File: src/rtl/cr_fifo_drain_axis.sv
// Drains a 1-cycle-latency FIFO into an AXI-Stream master, framing PKT_LEN words per packet.
// Optional CR_DRAIN_CHECKSUM_EN appends a 16-bit sum beat (carrying tlast) after each packet.
module cr_fifo_drain_axis #(
  parameter int PKT_LEN = 16
) (
  input  logic        clk,
  input  logic        reset_p,
  output logic        fifo_rd_en,
  input  logic [15:0] fifo_dout,
  input  logic        fifo_empty,
  input  logic        fifo_underflow,
  output logic [15:0] m_tdata,
  output logic        m_tvalid,
  input  logic        m_tready,
  output logic        m_tlast,
  output logic [15:0] pkt_count,
  output logic        err_underflow
);

  localparam logic [7:0] LAST_IDX = 8'(PKT_LEN - 1);

  logic [15:0] mem_q [2];
  logic [15:0] mem_d [2];
  logic        rd_ptr_q, rd_ptr_d;
  logic [1:0]  buf_cnt_q, buf_cnt_d;
  logic        inflight_q, inflight_d;
  logic [7:0]  wcnt_q, wcnt_d;
  logic [15:0] pkt_cnt_q, pkt_cnt_d;
  logic        err_q, err_d;

  logic        in_data_s;
  logic        hs_s;
  logic        data_hs_s;
  logic        last_hs_s;
  logic        pkt_inc_s;
  logic        push_s;
  logic        pop_s;
  logic        wr_idx_s;
  logic [1:0]  cnt_after_pop_s;
  logic [15:0] head_s;
  logic        buf_valid_s;

`ifdef CR_DRAIN_CHECKSUM_EN
  typedef enum logic [0:0] {
    ST_DATA = 1'b0,
    ST_CSUM = 1'b1
  } state_e;

  state_e      state_q, state_d;
  logic [15:0] sum_q, sum_d;
  logic        csum_hs_s;
`endif

  assign head_s      = mem_q[rd_ptr_q];
  assign buf_valid_s = (buf_cnt_q != 2'd0);
  assign hs_s        = m_tvalid & m_tready;
  assign data_hs_s   = hs_s & in_data_s;
  assign last_hs_s   = data_hs_s & (wcnt_q == LAST_IDX);
  assign pop_s       = data_hs_s;
  // A read issued last cycle always lands in the buffer; the issue rule leaves room for it.
  assign push_s      = inflight_q;
  assign wr_idx_s    = rd_ptr_q ^ buf_cnt_q[0];

`ifdef CR_DRAIN_CHECKSUM_EN
  assign in_data_s = (state_q == ST_DATA);
  assign csum_hs_s = hs_s & (state_q == ST_CSUM);
  assign pkt_inc_s = csum_hs_s;
  assign m_tvalid  = in_data_s ? buf_valid_s : 1'b1;
  assign m_tdata   = in_data_s ? head_s : sum_q;
  assign m_tlast   = (state_q == ST_CSUM);
`else
  assign in_data_s = 1'b1;
  assign pkt_inc_s = last_hs_s;
  assign m_tvalid  = buf_valid_s;
  assign m_tdata   = head_s;
  assign m_tlast   = buf_valid_s & (wcnt_q == LAST_IDX);
`endif

  assign pkt_count     = pkt_cnt_q;
  assign err_underflow = err_q;

  // Read issue: only when the buffer can absorb this read plus any read already in flight.
  always_comb begin
    cnt_after_pop_s = buf_cnt_q - {1'b0, pop_s};
    if (!fifo_empty && !reset_p && in_data_s &&
        ((3'(cnt_after_pop_s) + 3'(inflight_q) + 3'd1) <= 3'd2)) begin
      fifo_rd_en = 1'b1;
    end else begin
      fifo_rd_en = 1'b0;
    end
    inflight_d = fifo_rd_en;
  end

  // Skid buffer: capture on push, advance head on pop, occupancy update.
  always_comb begin
    mem_d[0]  = mem_q[0];
    mem_d[1]  = mem_q[1];
    rd_ptr_d  = rd_ptr_q;
    buf_cnt_d = buf_cnt_q;
    if (push_s) begin
      mem_d[wr_idx_s] = fifo_dout;
    end else begin
      mem_d[wr_idx_s] = mem_q[wr_idx_s];
    end
    if (pop_s) begin
      rd_ptr_d = ~rd_ptr_q;
    end else begin
      rd_ptr_d = rd_ptr_q;
    end
    case ({push_s, pop_s})
      2'b10:   buf_cnt_d = buf_cnt_q + 2'd1;
      2'b01:   buf_cnt_d = buf_cnt_q - 2'd1;
      default: buf_cnt_d = buf_cnt_q;
    endcase
  end

  // Word index, packet counter and sticky underflow flag.
  always_comb begin
    wcnt_d    = wcnt_q;
    pkt_cnt_d = pkt_cnt_q;
    err_d     = err_q | fifo_underflow;
    if (last_hs_s) begin
      wcnt_d = 8'd0;
    end else if (data_hs_s) begin
      wcnt_d = wcnt_q + 8'd1;
    end else begin
      wcnt_d = wcnt_q;
    end
    if (pkt_inc_s) begin
      pkt_cnt_d = pkt_cnt_q + 16'd1;
    end else begin
      pkt_cnt_d = pkt_cnt_q;
    end
  end

  // Datapath and counter registers.
  always_ff @(posedge clk) begin
    if (reset_p) begin
      mem_q[0]   <= 16'd0;
      mem_q[1]   <= 16'd0;
      rd_ptr_q   <= 1'b0;
      buf_cnt_q  <= 2'd0;
      inflight_q <= 1'b0;
      wcnt_q     <= 8'd0;
      pkt_cnt_q  <= 16'd0;
      err_q      <= 1'b0;
    end else begin
      mem_q[0]   <= mem_d[0];
      mem_q[1]   <= mem_d[1];
      rd_ptr_q   <= rd_ptr_d;
      buf_cnt_q  <= buf_cnt_d;
      inflight_q <= inflight_d;
      wcnt_q     <= wcnt_d;
      pkt_cnt_q  <= pkt_cnt_d;
      err_q      <= err_d;
    end
  end

`ifdef CR_DRAIN_CHECKSUM_EN
  // Checksum FSM: accumulate data beats, then emit the sum as the closing beat.
  always_comb begin
    state_d = state_q;
    sum_d   = sum_q;
    case (state_q)
      ST_DATA: begin
        if (last_hs_s) begin
          state_d = ST_CSUM;
          sum_d   = sum_q + head_s;
        end else if (data_hs_s) begin
          state_d = ST_DATA;
          sum_d   = sum_q + head_s;
        end else begin
          state_d = ST_DATA;
          sum_d   = sum_q;
        end
      end
      ST_CSUM: begin
        if (csum_hs_s) begin
          state_d = ST_DATA;
          sum_d   = 16'd0;
        end else begin
          state_d = ST_CSUM;
          sum_d   = sum_q;
        end
      end
      default: begin
        state_d = ST_DATA;
        sum_d   = 16'd0;
      end
    endcase
  end

  // Checksum FSM state register.
  always_ff @(posedge clk) begin
    if (reset_p) begin
      state_q <= ST_DATA;
      sum_q   <= 16'd0;
    end else begin
      state_q <= state_d;
      sum_q   <= sum_d;
    end
  end
`endif

endmodule
File: config.mk
export PLATFORM = sky130hd
export DESIGN_NAME = cr_fifo_drain_axis
export DESIGN_NICKNAME = d
export VERILOG_FILES = /design/src/rtl/cr_fifo_drain_axis.sv
export SDC_FILE = /design/constraint.sdc
export NUM_CORES = 1
export LEC_CHECK = 0
export ABC_AREA = 1
export BUFFER_PORTS_ARGS = -buffer_cell sky130_fd_sc_hd__buf_2
export CAP_MARGIN = 5
export CELL_PAD_IN_SITES_DETAIL_PLACEMENT = 0
export CELL_PAD_IN_SITES_GLOBAL_PLACEMENT = 1
export CORE_UTILIZATION = 39
export DETAILED_ROUTE_END_ITERATION = 7
export PLACE_DENSITY = 0.84
export SYNTH_ARGS = -nofsm -noshare
export SYNTH_HDL_FRONTEND = slang
export SYNTH_SLANG_ARGS = --single-unit
File: constraint.sdc
create_clock -name clk -period 2.5 [get_ports clk]
set_input_delay 0.5 -clock clk [delete_from_list [all_inputs] [get_ports clk]]
set_output_delay 0.5 -clock clk [all_outputs]
set_load 0.01 [all_outputs]
==> flow_metrics.env, run 1 <==
export IMPL_hold_buffers=0
export IMPL_critical_path_class="reg -> out"
export IMPL_synthDistinctLibCells=28
export IMPL_p_leak_nw=1.52
export IMPL_synth_edff_count=0
export IMPL_tritoncts="built"
export IMPL_maxCapViolCount=0
export IMPL_cpMaxStageDelayCell="dfxtp_4"
export IMPL_gp_congestion=0.737
export IMPL_synth_area_um2=2910
export IMPL_synth_top_area_share_pct=42.7
export IMPL_die_area_um2=7810
export IMPL_cts_buffers=9
export IMPL_ant_nets=0
export IMPL_stdcell_area_um2=3520
export IMPL_path_clk_slew_ns=0.07
export IMPL_syn_area_per_cell_um2=7.10
export IMPL_fin_skew_ns=0.00640
export IMPL_ir_drop_v=0.000304
export IMPL_vias=2673
export IMPL_final_util_pct=48.8
export IMPL_grt_max_degree=34
export IMPL_clkLatencyLatePin_ns=0.34
export IMPL_antenna_cells=0
export IMPL_synth_commonest_cells="nand2_1 (73), inv_1 (69), dfxtp_1 (62)"
export IMPL_drt_initial_drc_count=94
export IMPL_io_buffer_count=56
export IMPL_final_setup_tns_ns=0
export IMPL_dr_pass1_iters=5
export IMPL_synth_largest_area_cell="dfxtp_1"
export IMPL_ioPinCount=57
export IMPL_drc=0
export IMPL_rsz0062_at_grt="no"
export IMPL_htreeDepth=3
export IMPL_dp_cells=553
export IMPL_dp_slack_ns=0.0690
export IMPL_hold_violations=0
export IMPL_final_max_slew_viol_count=0
export IMPL_setup_viol=0
export IMPL_yosysWarnings=0
export IMPL_critPathLaunchType="flip-flop"
export IMPL_grt_pass1_vias=2267
export IMPL_synth_area_top_cells="dfxtp_1 (43%), o21ai_0 (9.8%), nand2_1 (9.4%)"
export IMPL_synth_most_common_cell="nand2_1"
export IMPL_die_h_um=88.4
export IMPL_grt_overflow=0
export IMPL_power_total_mw=2.08
export IMPL_finalNonFillerCells=571
export IMPL_wirelength_um=6100
export IMPL_drive_above_1_share_pct=21.8
export IMPL_viasPerCell=4.68
export IMPL_cp_max_fo=5
export IMPL_clockBufferDepth=2
export IMPL_arrival_ns=1.86
export IMPL_worst_slack_ns=0.141
export IMPL_cts_root_buf="clkbuf_8"
export IMPL_required_ns=2.00
export IMPL_cp_common_cell="inv_1"
export IMPL_crit_chain="inv_2, nand2_2, o21ai_2, inv_1, ha_2, inv_1, ha_1, inv_1, a31oi_4, nor3_2, buf_2"
export IMPL_start_util_pct=40.3
export IMPL_worst_pin_slew_ns=0.502
export IMPL_relSlewSlack_pct=66.5
export IMPL_yosysSeqAreaShare_pct=42.7
export IMPL_hpwl_um=4130
export IMPL_finalCritPeriodShare_pct=94.3
export IMPL_crit_path_end_kind="output pin"
export IMPL_post_drt_wl_per_cell_um=10.7
export IMPL_syn_inst=410
export IMPL_max_stage_delay_ns=0.36
export IMPL_fmax_ghz=0.424
export IMPL_rows=31
export IMPL_min_period_ns=2.36
export IMPL_power_density_nw_per_um2=590
export IMPL_hold_ws_ns=0.345
export IMPL_synthArstFlopShare_pct=0
export IMPL_status="finished clean"
export IMPL_postPlaceCellArea_um2=3270
export IMPL_core_area_um2=7210
export IMPL_chipWidth_um=88.4
export IMPL_final_nets=493
export IMPL_area_growth_syn_to_layout_pct=21.1
export IMPL_grt_pass1_wl_um=10100
export IMPL_antenna_found_initial=0
export IMPL_hold_path_class="in -> reg"
export IMPL_synth_ff_type="dfxtp_1"
export IMPL_ys_ff_latch=62
export IMPL_r2r_slack_ns=0.83
export IMPL_syn_nets=436
export IMPL_cts_sinks=62
export IMPL_track_usage_pct=16.7
where the power goes:
group          internal, mW  leakage, nW  switching (mW)
clock                 0.452       0.0948           0.395
sequential             1.02        0.504          0.0138
combinational        0.0785        0.919           0.117
per-layer routing:
metal | up-vias | share of wire (%) | GRT usage [%] | wire length [um]
met5 | - | 0 | 0 | 0
met4 | 0 | 1.5 | 7.92 | 91
met2 | 51 | 42 | 25.5 | 2580
met3 | 8 | 4.1 | 3.17 | 250
met1 | 1181 | 52 | 22.6 | 3180
li1 | 1433 | - | - | -
path summary, 6_finish.rpt:
path                      from     endpoint  cells after the start
hold reg to reg    mem_q[1][9]  mem_q[1][9]                      2
setup reg to reg     wcnt_q[0]    wcnt_q[1]                      8
hold / removal      fifo_empty   inflight_q                      2
setup / recovery  buf_cnt_q[0]   fifo_rd_en                     11
logic make-up (layout without fill, tap and decap cells):
family,Yosys count,in the layout,share of synthesized area [%]
and+or+nand+nor,144,144,22.4
AOI/OAI and AO/OA,109,109,19.8
buffers and inverters,87,149,12.1
DFF,62,62,42.7
adders and majority gates,5,5,2.15
xor gates and xnor gates,3,3,0.903
worst max-delay path: cells and delay by family (launching register included):
kind / cells / cell delay (ns)
buffers and inverters: 5 / 0.40
and+or+nand+nor: 2 / 0.11
adders and majority gates: 2 / 0.32
DFF: 1 / 0.36
AOI/OAI and AO/OA: 2 / 0.34
cell type report:
cell class | instances | area, um^2
inverter | 70 | 263
timing repair buffer | 63 | 345
tap | 99 | 124
clock inverter | 7 | 65.1
clock buffer | 9 | 124
multi-input combinational | 261 | 1360
fill | 758 | 3690
sequential | 62 | 1240
sequential cells by signal, indices dropped and copies added, names as in the netlist, named ones only:
name / cells
mem_q: 32
wcnt_q: 8
inflight_q: 1
pkt_count: 16
buf_cnt_q: 2
rd_ptr_q: 1
err_underflow: 1
cells in the final DEF, fill, tap and decap left out, types with 3 or more instances in the layout:
cell type  instances
clkbuf_8           9
nor2_1            28
buf_2             56
o21ai_0           56
clkinv_2           4
o21ai_2            3
a21oi_1           43
buf_4              6
dfxtp_1           61
nor3_1             5
ha_1               3
nand4_1           10
nand3_1           18
inv_1             69
a21oi_2            5
nand2_1           72
what timing repair did:
action / CTS / global route
setup endpoints to repair: 1 / 1
pin swaps: 0 / 2
buffers inserted: 0 / 2
endpoints found under the hold margin: 0 / 0
resized for setup: 2 / 8
cloned: 0 / 0
(Power assumes the default switching activity.)
==> run 2, diff against run 1 <==
Settings changed: MAX_ROUTING_LAYER from default to met4.
==> run 2 against run 1 <==
Against the previous run: sequential power about the same; die area unchanged; cell count unchanged; largest power group unchanged; design area is the same.
==> flow_metrics.env, run 2 (synthesis gave the netlist of run 1 again) <==
export IMPL_tritoncts="built"
export IMPL_post_drt_wl_per_cell_um=10.7
export IMPL_viasPerCell=4.69
export IMPL_vias=2678
export IMPL_io_buffer_count=56
export IMPL_cp_common_cell="inv_1"
export IMPL_die_area_um2=7810
export IMPL_p_leak_nw=1.52
export IMPL_arrival_ns=1.86
export IMPL_final_nets=493
export IMPL_die_h_um=88.4
export IMPL_antenna_found_initial=0
export IMPL_drive_above_1_share_pct=21.8
export IMPL_crit_buf_inv=5
export IMPL_crit_chain="inv_2, nand2_2, o21ai_2, inv_1, ha_2, inv_1, ha_1, inv_1, a31oi_4, nor3_2, buf_2"
export IMPL_setup_viol=0
export IMPL_clockBufferDepth=2
export IMPL_mostFrequentLayoutCells="nand2_1 (72), inv_1 (69), dfxtp_1 (61)"
export IMPL_ioPinCount=57
export IMPL_cp_max_fo=5
export IMPL_dp_cells=553
export IMPL_ant_nets=0
export IMPL_relSlewSlack_pct=66.5
export IMPL_final_setup_tns_ns=0
export IMPL_nFillCells=758
export IMPL_p_clk_share_pct=40.7
export IMPL_grt_pass1_wl_um=10100
export IMPL_maxCapViolCount=0
export IMPL_path_clk_slew_ns=0.07
export IMPL_finalCritPeriodShare_pct=94.4
export IMPL_drc=0
export IMPL_gp_congestion=0.746
export IMPL_grt_overflow=0
export IMPL_hpwl_um=4130
export IMPL_area_growth_syn_to_layout_pct=21.1
export IMPL_hold_violations=0
export IMPL_largest_reg_flops=32
export IMPL_final_util_pct=48.8
export IMPL_final_max_slew_viol_count=0
export IMPL_max_stage_delay_ns=0.36
export IMPL_p_seq_share_pct=49.8
export IMPL_cts_buffers=9
export IMPL_rsz0062_at_grt="no"
export IMPL_cpMaxStageDelayCell="dfxtp_4"
export IMPL_drt_initial_drc_count=94
export IMPL_grt_pass1_vias=2267
export IMPL_start_util_pct=40.3
export IMPL_htreeDepth=3
export IMPL_wirelength_um=6140
export IMPL_fin_skew_ns=0.00615
export IMPL_cts_root_buf="clkbuf_8"
export IMPL_power_switching_mw=0.526
export IMPL_intPower_mw=1.55
export IMPL_regMostFlops="mem_q"
export IMPL_critPathLaunchType="flip-flop"
export IMPL_switching_share_pct=25.3
export IMPL_finalNonFillerCells=571
export IMPL_status="finished clean"
export IMPL_dr_pass1_iters=5
export IMPL_cp_top_family="buffers and inverters"
export IMPL_clkLatencyLatePin_ns=0.33
export IMPL_min_period_ns=2.36
export IMPL_ir_drop_v=0.000305
export IMPL_chipWidth_um=88.4
export IMPL_power_frac_comb_pct=9.4
export IMPL_hold_buffers=0
export IMPL_fmax_ghz=0.424
export IMPL_core_area_um2=7210
export IMPL_critical_path_class="reg -> out"
export IMPL_track_usage_pct=17.2
export IMPL_worst_pin_slew_ns=0.502
export IMPL_hold_path_class="in -> reg"
export IMPL_final_common_cell="nand2_1"
export IMPL_required_ns=2.00
export IMPL_crit_path_end_kind="output pin"
export IMPL_power_density_nw_per_um2=590
export IMPL_grt_max_degree=34
export IMPL_rows=31
export IMPL_cts_sinks=62
export IMPL_antenna_cells=0
## run 2: power by group through the flow
stage | Sequential, mW | Clock, mW | Combinational (mW)
after floorplan | 1.06 | 0 | 0.115
after global placement | 1.06 | 0 | 0.179
after detailed placement | 1.06 | 0 | 0.182
after CTS | 1.04 | 0.872 | 0.183
after global routing | 1.04 | 0.920 | 0.223
final | 1.04 | 0.847 | 0.196
## run 2: stage by stage
step	total power, mW	worst slack [ns]	hold WS, ns	cell area (um^2)
3_5_place_dp	1.24	0.0690	0.434	3270
6_report	2.08	0.141	0.345	3520
2_1_floorplan	1.17	0.345	0.423	2910
5_1_grt	2.18	0.0136	0.362	3520
4_1_cts	2.09	0.0331	0.320	3470
3_3_place_gp	1.24	0.0765	0.430	3270
## run 2: final timing paths
path | start | endpoint | slack (ns) | cells past startpoint
max reg2reg | wcnt_q[0] | wcnt_q[1] | 0.84 | 8
min reg2reg | mem_q[0][2] | mem_q[0][2] | 0.44 | 2
max | buf_cnt_q[0] | fifo_rd_en | 0.14 | 11
min | fifo_empty | inflight_q | 0.35 | 2
## run 2: worst register-to-register path, cell delays in order, from the launching register on
cell and delay, ns:
dfxtp_1 0.37, ha_1 0.19, nand3_1 0.11, inv_1 0.13
nand2_4 0.09, nor2_8 0.30, nor2_1 0.14, inv_1 0.16
a21oi_1 0.06
## run 2: repair_timing
action,CTS,global route
pin swaps,0,2
setup endpoints to repair,1,1
buffers inserted,0,2
gates resized for setup,2,8
## run 2: area by class of cell
| type | instances | area, um^2 | area share [%] |
|---|---|---|---|
| Sequential cell | 62 | 1240 | 35.3 |
| Clock buffer | 9 | 124 | 3.52 |
| Inverter | 70 | 263 | 7.46 |
| Tap cell | 99 | 124 | 3.52 |
| Clock inverter | 7 | 65.1 | 1.85 |
| Multi-Input combinational cell | 261 | 1360 | 38.5 |
| Timing Repair Buffer | 63 | 345 | 9.80 |
## run 2: metal layers
| metal | part of all wire [%] | global-route usage, % | vias up |
|---|---|---|---|
| met1 | 52 | 22.6 | 1182 |
| met4 | 1.5 | 7.92 | 0 |
| met2 | 42 | 25.5 | 57 |
| li1 | - | - | 1431 |
| met3 | 4.1 | 3.17 | 8 |
| met5 | 0 | - | - |
==> run 3, diff against run 2 <==
Settings changed: BUFFER_PORTS_ARGS -buffer_cell sky130_fd_sc_hd__buf_2 to default, CORE_UTILIZATION 39 to 44, CTS_CLUSTER_SIZE from default to 40, DONT_BUFFER_PORTS from default to 1, PLACE_DENSITY 0.84 to 0.82.
==> run 3 against run 2 <==
Against the previous run: sequential power about the same; flip-flop and latch count unchanged; clock-buffer cell count grew 2; fmax up 1.2%; first-iteration DRC count is 7.4% higher; design area is 9.4% lower; critical path type unchanged; largest cell class unchanged.
==> flow_metrics.env, run 3 (synthesis gave the netlist of run 1 again) <==
export IMPL_regMostFlops="mem_q"
export IMPL_fmax_ghz=0.429
export IMPL_stdcell_area_um2=3190
export IMPL_cp_top_family="adder cells"
export IMPL_core_area_um2=6350
export IMPL_wirelength_um=5840
export IMPL_tritoncts="built"
export IMPL_grt_pass1_wl_um=10200
export IMPL_die_h_um=83.3
export IMPL_power_total_mw=2.16
export IMPL_grt_max_degree=33
export IMPL_multiInputGateArea_um2=1330
export IMPL_worst_pin_slew_ns=0.452
export IMPL_finalCritPeriodShare_pct=93.2
export IMPL_antenna_cells=0
export IMPL_rsz0062_at_grt="no"
export IMPL_arrival_ns=1.83
export IMPL_drc=0
export IMPL_dp_slack_ns=0.231
export IMPL_seq_area_um2=1240
export IMPL_drt_initial_drc_count=101
export IMPL_clkLatencyLatePin_ns=0.32
export IMPL_cp_common_cell="ha_1"
export IMPL_track_usage_pct=18.5
export IMPL_hold_path_class="in -> reg"
export IMPL_p_leak_nw=1.25
export IMPL_hold_violations=0
export IMPL_chipWidth_um=83.3
export IMPL_status="finished clean"
export IMPL_grt_pass1_vias=2273
export IMPL_cpMaxStageDelayCell="dfxtp_1"
export IMPL_crit_chain="inv_2, nand2_1, o21ai_2, inv_1, ha_1, ha_1, a31oi_2, nor3_2"
export IMPL_clockBufferDepth=2
export IMPL_fin_skew_ns=0.00500
export IMPL_required_ns=2.00
export IMPL_area_growth_syn_to_layout_pct=9.63
export IMPL_relSlewSlack_pct=69.5
export IMPL_hold_ws_ns=0.228
export IMPL_nFillCells=658
export IMPL_antenna_found_initial=0
export IMPL_dp_cells=475
export IMPL_final_util_pct=50.2
export IMPL_min_period_ns=2.33
export IMPL_drive_above_1_share_pct=9.69
export IMPL_max_stage_delay_ns=0.36
export IMPL_final_max_slew_viol_count=0
export IMPL_setup_viol=0
export IMPL_gp_congestion=0.777
export IMPL_cts_root_buf="clkbuf_8"
export IMPL_hold_buffers=0
export IMPL_final_setup_tns_ns=0
export IMPL_cp_max_fo=5
export IMPL_critical_path_class="reg -> out"
export IMPL_worst_slack_ns=0.170
export IMPL_ir_drop_v=0.000327
export IMPL_crit_path_end_kind="output pin"
export IMPL_largest_reg_flops=32
export IMPL_grt_overflow=0
export IMPL_post_drt_wl_per_cell_um=11.9
export IMPL_critPathLaunchType="flip-flop"
export IMPL_cts_buffers=9
export IMPL_viasPerCell=5.00
export IMPL_ant_nets=0
export IMPL_dr_pass1_iters=4
export IMPL_final_nets=435
export IMPL_htreeDepth=3
export IMPL_power_density_nw_per_um2=678
export IMPL_ioPinCount=57
export IMPL_io_buffer_count=0
export IMPL_crit_buf_inv=2
export IMPL_cts_setup_buffers=0
export IMPL_maxCapViolCount=0
export IMPL_postPlaceCellArea_um2=2950
export IMPL_path_clk_slew_ns=0.07
export IMPL_die_area_um2=6940
export IMPL_rows=29
export IMPL_hpwl_um=3940
export IMPL_mostFrequentLayoutCells="nand2_1 (73), inv_1 (69), dfxtp_1 (62)"
export IMPL_finalNonFillerCells=490
export IMPL_start_util_pct=45.8
export IMPL_cts_sinks=62
export IMPL_final_common_cell="nand2_1"
export IMPL_vias=2448
[run 3: changes by cell type in the layout (fill, tap and decap cells not counted), moves of 2 or more]
cell / delta
clkbuf_8: +2
clkinv_2: -2
ha_1: +2
clkinvlp_4: -2
buf_2: -56
[run 3: per-layer routing]
metal	global-route usage (%)	routed length [um]
met5	-	0
met4	7.05	68
met3	4.87	298
met2	30.6	2630
met1	21.5	2840
[run 3: worst reg2reg max path: stages (launching register included)]
cell,delay (ns)
dfxtp_1,0.38
ha_1,0.19
nand3_1,0.10
inv_1,0.12
nand2_4,0.09
nor2_8,0.31
nor2_1,0.14
inv_1,0.17
nor2_1,0.06
[run 3: worst paths after layout]
kind         depth (start not counted)  slack, ns            to          from
min                                  1       0.23  pkt_count[2]       reset_p
max reg2reg                          8       0.83     wcnt_q[6]     wcnt_q[0]
max                                  8       0.17    fifo_rd_en  buf_cnt_q[0]
min reg2reg                          2       0.44  mem_q[1][13]  mem_q[1][13]
[run 3: what timing repair did]
| action | in CTS | in global routing |
|---|---|---|
| gates cloned | 0 | 0 |
| setup endpoints to repair | 1 | 1 |
| gates resized for setup | 2 | 2 |
[run 3: where the power goes]
part | switching, mW | leakage [nW] | internal (mW) | total, mW
sequential | 0.0147 | 0.503 | 1.02 | 1.04
clock | 0.381 | 0.115 | 0.607 | 0.989
combinational | 0.0946 | 0.631 | 0.0427 | 0.137
[run 3: cell type report]
type / count / share of cell area [%]
clock buffers: 11 / 4.75
flip-flops and latches: 62 / 38.9
clock inverters: 4 / 2.20
inverters: 70 / 8.24
multi-input cells: 261 / 41.7
well taps: 77 / 3.02
repair buffers: 5 / 1.18
